$ cat src/rtl/uart_pkg.sv
// Shared UART definitions: parity mode codes, transmitter state encoding and
// a width-generic parity helper that the receiver can reuse.
package uart_pkg;

    localparam logic [1:0] PAR_NONE = 2'b00;
    localparam logic [1:0] PAR_EVEN = 2'b01;
    localparam logic [1:0] PAR_ODD  = 2'b10;
    localparam logic [1:0] PAR_RSVD = 2'b11;

    // Widest supported data word; narrower words are zero-extended, which leaves the XOR unchanged.
    localparam int MAX_DATA_W = 9;

    typedef enum logic [2:0] {
        ST_IDLE,
        ST_START,
        ST_DATA,
        ST_PARITY,
        ST_STOP
    } uart_state_e;

    function automatic logic parity_bit(input logic [MAX_DATA_W-1:0] data, input logic odd);
        return (^data) ^ odd;
    endfunction

endpackage

$ cat src/rtl/uart_tx_param_baud_tick.sv
// Bit-period counter for the UART transmitter: flags the last clock of every
// serial bit and restarts from zero whenever clear is asserted.
module uart_baud_tick #(
    parameter int CLKS_PER_BIT = 16
) (
    input  logic clk,
    input  logic rst,
    input  logic clear,
    output logic bit_end
);

    localparam int CNT_W = $clog2(CLKS_PER_BIT);
    localparam logic [CNT_W-1:0] CNT_LAST = CNT_W'(CLKS_PER_BIT - 1);

    logic [CNT_W-1:0] cnt_q;
    logic [CNT_W-1:0] cnt_d;

    always_ff @(posedge clk) begin
        if (rst) begin
            cnt_q <= '0;
        end else begin
            cnt_q <= cnt_d;
        end
    end

    always_comb begin
        cnt_d = cnt_q + 1'b1;
        if (clear || (cnt_q == CNT_LAST)) begin
            cnt_d = '0;
        end
    end

    assign bit_end = (cnt_q == CNT_LAST);

endmodule

$ cat src/rtl/uart_tx_param.sv
// Parametrised UART transmitter: start bit, DATA_W data bits LSB first, optional
// even/odd parity and one or two stop bits, with zero-gap back-to-back frames.
module uart_tx_param
    import uart_pkg::*;
#(
    parameter int DATA_W       = 8,
    parameter int CLKS_PER_BIT = 16
) (
    input  logic              clk,
    input  logic              rst,
    input  logic [DATA_W-1:0] tx_data,
    input  logic              tx_valid,
    output logic              tx_ready,
    input  logic [1:0]        parity_mode,
    input  logic              stop2,
    output logic              txd,
    output logic              busy,
    output logic              frame_done
);

    localparam int IDX_W = $clog2(DATA_W + 1);
    localparam logic [IDX_W-1:0] IDX_LAST = IDX_W'(DATA_W - 1);

    uart_state_e       state_q, state_d;
    logic [DATA_W-1:0] shift_q, shift_d;
    logic [IDX_W-1:0]  bit_idx_q, bit_idx_d;
    logic              has_par_q, has_par_d;
    logic              par_bit_q, par_bit_d;
    logic              stop2_q, stop2_d;
    logic              frame_done_q, frame_done_d;

    logic accept;
    logic bit_end;
    logic last_stop;
    logic baud_clear;

    assign accept     = tx_valid & tx_ready;
    assign last_stop  = (bit_idx_q == {{(IDX_W-1){1'b0}}, stop2_q});
    assign baud_clear = accept || (state_q == ST_IDLE);

    uart_baud_tick #(
        .CLKS_PER_BIT(CLKS_PER_BIT)
    ) u_baud_tick (
        .clk    (clk),
        .rst    (rst),
        .clear  (baud_clear),
        .bit_end(bit_end)
    );

    always_ff @(posedge clk) begin
        if (rst) begin
            state_q      <= ST_IDLE;
            shift_q      <= '0;
            bit_idx_q    <= '0;
            has_par_q    <= 1'b0;
            par_bit_q    <= 1'b0;
            stop2_q      <= 1'b0;
            frame_done_q <= 1'b0;
        end else begin
            state_q      <= state_d;
            shift_q      <= shift_d;
            bit_idx_q    <= bit_idx_d;
            has_par_q    <= has_par_d;
            par_bit_q    <= par_bit_d;
            stop2_q      <= stop2_d;
            frame_done_q <= frame_done_d;
        end
    end

    always_comb begin
        state_d      = state_q;
        shift_d      = shift_q;
        bit_idx_d    = bit_idx_q;
        has_par_d    = has_par_q;
        par_bit_d    = par_bit_q;
        stop2_d      = stop2_q;
        frame_done_d = 1'b0;

        case (state_q)
            ST_START: begin
                if (bit_end) begin
                    state_d   = ST_DATA;
                    bit_idx_d = '0;
                end
            end
            ST_DATA: begin
                if (bit_end) begin
                    shift_d = {1'b0, shift_q[DATA_W-1:1]};
                    if (bit_idx_q == IDX_LAST) begin
                        bit_idx_d = '0;
                        state_d   = has_par_q ? ST_PARITY : ST_STOP;
                    end else begin
                        bit_idx_d = bit_idx_q + 1'b1;
                    end
                end
            end
            ST_PARITY: begin
                if (bit_end) begin
                    state_d   = ST_STOP;
                    bit_idx_d = '0;
                end
            end
            ST_STOP: begin
                if (bit_end) begin
                    if (last_stop) begin
                        frame_done_d = 1'b1;
                        state_d      = ST_IDLE;
                    end else begin
                        bit_idx_d = bit_idx_q + 1'b1;
                    end
                end
            end
            default: begin
                state_d = ST_IDLE;
            end
        endcase

        // Accept is only possible in IDLE or the final stop clock, so it overrides either path.
        if (accept) begin
            state_d   = ST_START;
            shift_d   = tx_data;
            bit_idx_d = '0;
            has_par_d = (parity_mode == PAR_EVEN) || (parity_mode == PAR_ODD);
            par_bit_d = parity_bit(MAX_DATA_W'(tx_data), parity_mode == PAR_ODD);
            stop2_d   = stop2;
        end
    end

    always_comb begin
        tx_ready   = 1'b0;
        txd        = 1'b1;
        busy       = (state_q != ST_IDLE);
        frame_done = frame_done_q;

        case (state_q)
            ST_IDLE: begin
                tx_ready = ~rst;
            end
            ST_START: begin
                txd = 1'b0;
            end
            ST_DATA: begin
                txd = shift_q[0];
            end
            ST_PARITY: begin
                txd = par_bit_q;
            end
            ST_STOP: begin
                tx_ready = ~rst & bit_end & last_stop;
            end
            default: begin
                txd = 1'b1;
            end
        endcase
    end

endmodule

$ cat config.mk
export PLATFORM = sky130hd
export DESIGN_NAME = uart_tx_param
export DESIGN_NICKNAME = d
export VERILOG_FILES = /design/src/rtl/uart_pkg.sv /design/src/rtl/uart_tx_param_baud_tick.sv /design/src/rtl/uart_tx_param.sv
export SDC_FILE = /design/constraint.sdc
export NUM_CORES = 1
export LEC_CHECK = 0
export ABC_AREA = 1
export BUFFER_PORTS_ARGS = -buffer_cell sky130_fd_sc_hd__buf_4
export CAP_MARGIN = 20
export CELL_PAD_IN_SITES_DETAIL_PLACEMENT = 0
export CELL_PAD_IN_SITES_GLOBAL_PLACEMENT = 1
export CORE_UTILIZATION = 31
export CTS_CLUSTER_SIZE = 12
export DETAILED_ROUTE_END_ITERATION = 8
export PLACE_DENSITY_LB_ADDON = 0.1
export SLEW_MARGIN = 20
export SYNTH_ARGS = -nofsm -noshare
export SYNTH_HDL_FRONTEND = slang
export SYNTH_SLANG_ARGS = --single-unit
$ cat constraint.sdc
create_clock -name clk -period 1.96 [get_ports clk]
set_input_delay 0.196 -clock clk [delete_from_list [all_inputs] [get_ports clk]]
set_output_delay 0.196 -clock clk [all_outputs]
set_load 0.01 [all_outputs]
---- Word-level counts from Yosys, hierarchy flattened ----
Cells that the tools add are included.
operators by class
  muxes and demuxes ....................... 21
  eq/ne operators ......................... 23
  $add $sub $neg .......................... 2
  bitwise operators ....................... 7
  reduce and logical (&&, ||, !) cells .... 17
operator list
  kind                                                  number
  two-way mux 8 bit                                     3
  two-way mux 3 bit                                     7
  two-way mux 4 bit                                     5
  != test 3 bit (second input constant)                 6
  != test 2 bit (second input constant)                 7
  one-hot mux 3 bit (4 select lines)                    1
  one-hot mux 4 bit (3 select lines)                    1
  AND reduction 6 bit                                   2
  XOR reduction 9 bit                                   1
  adder 4 x 1 -> 4 bit (second input constant)          2
  equality test 3 x 2 -> 1 bit (second input constant)  2
  nonzero test 3 bit                                    2
  OR reduction 2 bit                                    3
  AND reduction 5 bit                                   1
  equality test 4 x 1 -> 1 bit                          1
  equality test 4 x 3 -> 1 bit (second input constant)  1
  equality test 4 bit (second input constant)           1
  nonzero test 2 bit                                    2
  AND 1 bit                                             3
  equality test 3 x 1 -> 1 bit (second input constant)  1
  equality test 3 bit (second input constant)           1
  logical NOT 3 bit                                     1
  logical OR 1 bit                                      3
  NOT 1 bit                                             3
  other kinds (9)                                       10
storage, ports and cells
  logic and storage cells ................. 79
  register bits ........................... 23
  output and inout bits ................... 4
  input bits .............................. 14

---- Longest topological paths before layout ----
  word-level depth ........................ 8
  mapped depth ............................ 12

---- By module ----
From an unflattened synthesis, not the netlist that was laid out.
unflattened totals
  cells, all modules ...................... 216
  area, all modules ....................... 1423.9 um2
by module, submodules not included
  module          area each (um2)  instances  sequential area each (um2)  cells each
  uart_tx_param   1257.5           1          380.4                       197
  uart_baud_tick  166.4            1          80.1                        19

---- Worst setup path after synthesis ----
OpenSTA, ideal clock, no wires.
  kind .................................... register -> register
  start ................................... register u_baud_tick.cnt_q[0]
  end ..................................... register shift_q[5]
  data required time ...................... 1.851 ns
  arrival ................................. 1.382 ns
  clock period less this slack ............ 1.491 ns
  setup slack ............................. 0.469 ns
  stages on the path, launching flop included .. 12
  cells stage by stage .................... dfxtp_1 -> ha_1 -> nand3_2 -> nor2_1 -> nand3_2 -> nand2_4 -> nand2_4 -> buf_6 -> nand3_1 -> nand3_1 -> nand2_1 -> inv_1
on the way
  cells in the longest elaborated chain, start to end .. 7
  elaborated cells on any way between the ends .. 9
  classes of those cells .................. eq/ne: 1; mux: 2; bitwise: 3; reduce/logical: 3
ends and longest elaborated chain
  item                                  line                           RTL
  start: declaration                    uart_tx_param_baud_tick.sv:15  logic [CNT_W-1:0] cnt_q;
  start signal: assignment              uart_tx_param_baud_tick.sv:22  cnt_q <= cnt_d;
  equality test 4 bit *                 uart_tx_param_baud_tick.sv:33  assign bit_end = (cnt_q == CNT_LAST);
  AND 1 bit * (2 in a row)              uart_tx_param.sv:149           tx_ready = ~rst & bit_end & last_stop;
  one-hot mux 1 bit (2 select lines) *  uart_tx_param.sv:135           case (state_q)
  via tx_ready                          uart_tx_param.sv:13            output logic tx_ready,
  AND 1 bit *                           uart_tx_param.sv:37            assign accept = tx_valid & tx_ready;
  nonzero test 2 bit (no source line)   n/a
  AND reduction 2 bit (no source line)  n/a
  end signal: assignment                uart_tx_param.sv:61            shift_q <= shift_d;
  end: declaration                      uart_tx_param.sv:25            logic [DATA_W-1:0] shift_q, shift_d;
Mark *: on every way through the listed nets, which the timed path passes. The rest lies on a longest branch.
A chain may end at the register's enable or synchronous reset.

---- Worst setup path after layout ----
  start ................................... register u_baud_tick.cnt_q[0]
  end ..................................... output port tx_ready
on the way
  cells in the longest elaborated chain, start to end .. 4
ends and longest elaborated chain
  item                                line
  equality test 4 bit                 uart_tx_param_baud_tick.sv:33
  AND 1 bit (2 in a row)              uart_tx_param.sv:149
  one-hot mux 1 bit (2 select lines)  uart_tx_param.sv:135
  end: declaration                    uart_tx_param.sv:13
No other way between the ends.

==> results.ini <==
[power_and_ir_drop]
p_switching_w = 0.000296
finalPower_w = 0.00101
switching_share_pct = 29.2
powerDensity_mw_per_mm2 = 668
clkPwrFrac_pct = 30.2
vdd_drop_max_mv = 0.243
comb_power_share_pct = 20.0
p_leak_nw = 0.677
intPower_w = 0.000715
power_frac_seq_pct = 49.8

[global_route]
grt_max_degree = 22
grt_pass1_wl_um = 5170
antenna_found_initial = 0
grt_usage_pct = 15.3
grt_pass1_vias = 1169
grt.overflow.total = 0

[layout]
final_layout_size_suffix_gt1_share_pct = 17.1
final_util_pct = 37.5
diodes = 0
nNetsFinal = 223
fin_area_mm2 = 0.00151
areaGrowthSynthToFinish_pct = 16.0
layout.cells.non_filler = 255

[route]
routed_wl_um = 2940
ant_nets = 0
viasPerCell = 4.69
vias = 1195
dr.first_iter.drc_count = 43
wl_per_cell_um = 11.5
dr.pass1.iters = 4
post-route-drc-count = 0

[job]
max_cap_viol_count = 0

[worst_setup_path]
critical_path_cell_count = 6
rr_startpoint = u_baud_tick.cnt_q[0]
r2r_slack_ns = 0.31
cp-endpoint = tx_ready
cp.arrival_ns = 1.50
crit_chain = ha_1 > nand3_2 > nor2_1 > nand3_2 > nand2_4 > buf_4
crit_slowest_cell = dfxtp_1
path_buf_inv = 1
r2r_cells = 10
crit_type = flip-flop to output port
critPathTopFamily = simple AND/OR/NAND/NOR gates
crit_start = u_baud_tick.cnt_q[0]
endpoint_kind = output port
crit_fanout = 8
cp_slowest_stage_delay_ns = 0.36
critPathLaunchType = flip-flop
worstPathRequired_ns = 1.76
timing.rr.end = shift_q[5]
path_common_cell = nand3_2

[worst_hold_path]
hp-class = primary input to flip-flop

[timing]
min_period_ns = 1.70
rsz0062_at_grt = no
finalSetupTns_ns = 0
drv_slew = 0
skew_ns = 0.00965
timing.fmax_mhz = 590
finalSetupViolations = 0
max_slew_margin_pct = 72.7
final-hold-violation-count = 0
fin_crit_sh_pct = 86.5
worstMarginPinSlew_ns = 0.408

[yosys]
synthTopCellsByCount = 40 x nand2_1, 23 x dfxtp_1, 22 x inv_1
syn_avg_cell_area_um2 = 6.97
synth_nets = 204
synth_edf_count = 0
synthArstFlopShare_pct = 0
synth-seq-area-share_pct = 35.3
synth.most_common_cell = nand2_1
ys.flop_type = dfxtp_1
synth_top_area_share_pct = 35.3
syn_inst = 187
synth_area_mm2 = 0.00130
synth_top_cell_by_area = dfxtp_1
ys_warn_count = 0
ys_seq_elements = 23
ys_types = 26
synth.area.top_cells = dfxtp_1 35%, nand2_1 12%, nand3_1 8.1%

[placed_design]
io_buffers = 17
gp_congestion = 0.777
hpwlAfterDp_um = 2270
place_area_mm2 = 0.00147
place_inst = 251

[clocking]
cts_setup_buffers = 0
ctsHtreeMaxLevel = 1
cts_root_buf = clkbuf_8
cts_resized = 0
cts.sinks = 23
cts_made_buffers = 3
cts_tree = done
clkLatencyLatePin_ns = 0.27
clock_path_buffers = 2
clk_pin_slew_ns = 0.09
holdBufCountCts = 0

[floorplan]
ios = 18
core-area_mm2 = 0.00403
rows = 23
die_h_um = 66.9
initial_core_util_pct = 32.4
fp.dieW_um = 66.9
die_area_mm2 = 0.00447

[run_status]
outcome = finished, final reports clean

## power groups by stage
stage | combinational [W] | sequential [W] | clock, W
after detailed placement | 0.000204 | 0.000514 | 0
after floorplan | 0.000145 | 0.000510 | 0
after global placement | 0.000203 | 0.000514 | 0
final | 0.000202 | 0.000503 | 0.000305
after global routing | 0.000234 | 0.000506 | 0.000335
after CTS | 0.000205 | 0.000503 | 0.000318
## cell usage in the layout (no fill, tap or decap), types with 4 or more instances in the layout
cell | synthesis | layout
dfxtp_1 | 23 | 23
a21oi_1 | 18 | 18
xnor2_1 | 4 | 4
buf_4 | 0 | 17
o21ai_0 | 5 | 5
xor2_1 | 4 | 4
nand3_1 | 21 | 21
nor2_1 | 21 | 21
inv_1 | 22 | 22
nand2_1 | 40 | 40
## cell families (layout without fill, tap and decap cells)
kind of cell	after synthesis	count (layout)	synth area share (%)
simple gates	95	95	33.7
compound gates	29	29	13.1
buf+inv	29	47	9.69
flops	23	23	35.3
xor+xnor	8	8	5.37
fa+ha+maj	3	3	2.88
## sequential cells by signal, summed over array words and instances, names as in the netlist
name,flops
shift_q,8
bit_idx_q,4
u_baud_tick.cnt_q,4
state_q,3
frame_done,1
has_par_q,1
par_bit_q,1
stop2_q,1
## per-stage QoR
| step | setup WS (ns) | hold slack, ns |
|---|---|---|
| after detailed placement | 0.317 | 0.441 |
| after global routing | 0.0939 | 0.182 |
| after global placement | 0.379 | 0.430 |
| final | 0.264 | 0.176 |
| after floorplan | 0.469 | 0.362 |
| after CTS | 0.246 | 0.172 |
## metal layers
metal  wire [um]  GRT usage (%)  up-vias
li1            -              -      643
met1        1430           18.0      536
met2        1410           28.0       14
met3          69           2.05        2
met4          21           4.79        0
met5           0              0        -
## cell type report
cell class,count,area (um2)
fill,426,2520
inverter,26,98.8
sequential,23,460
timing repair buffer,17,128
tap,50,62.6
multi-input combinational,135,717
clock inverter,1,5.00
clock buffer,3,41.3
## how the worst min path moves through the flow
stage	startpoint	to	cells past startpoint
final	rst	shift_q[0]	2
after global routing	rst	shift_q[2]	2
after CTS	rst	shift_q[0]	2
after detailed placement	u_baud_tick.cnt_q[0]	u_baud_tick.cnt_q[0]	1
after global placement	u_baud_tick.cnt_q[0]	u_baud_tick.cnt_q[0]	1
after floorplan	tx_valid	shift_q[7]	2
No activity file was read; power rests on OpenSTA's default activity.
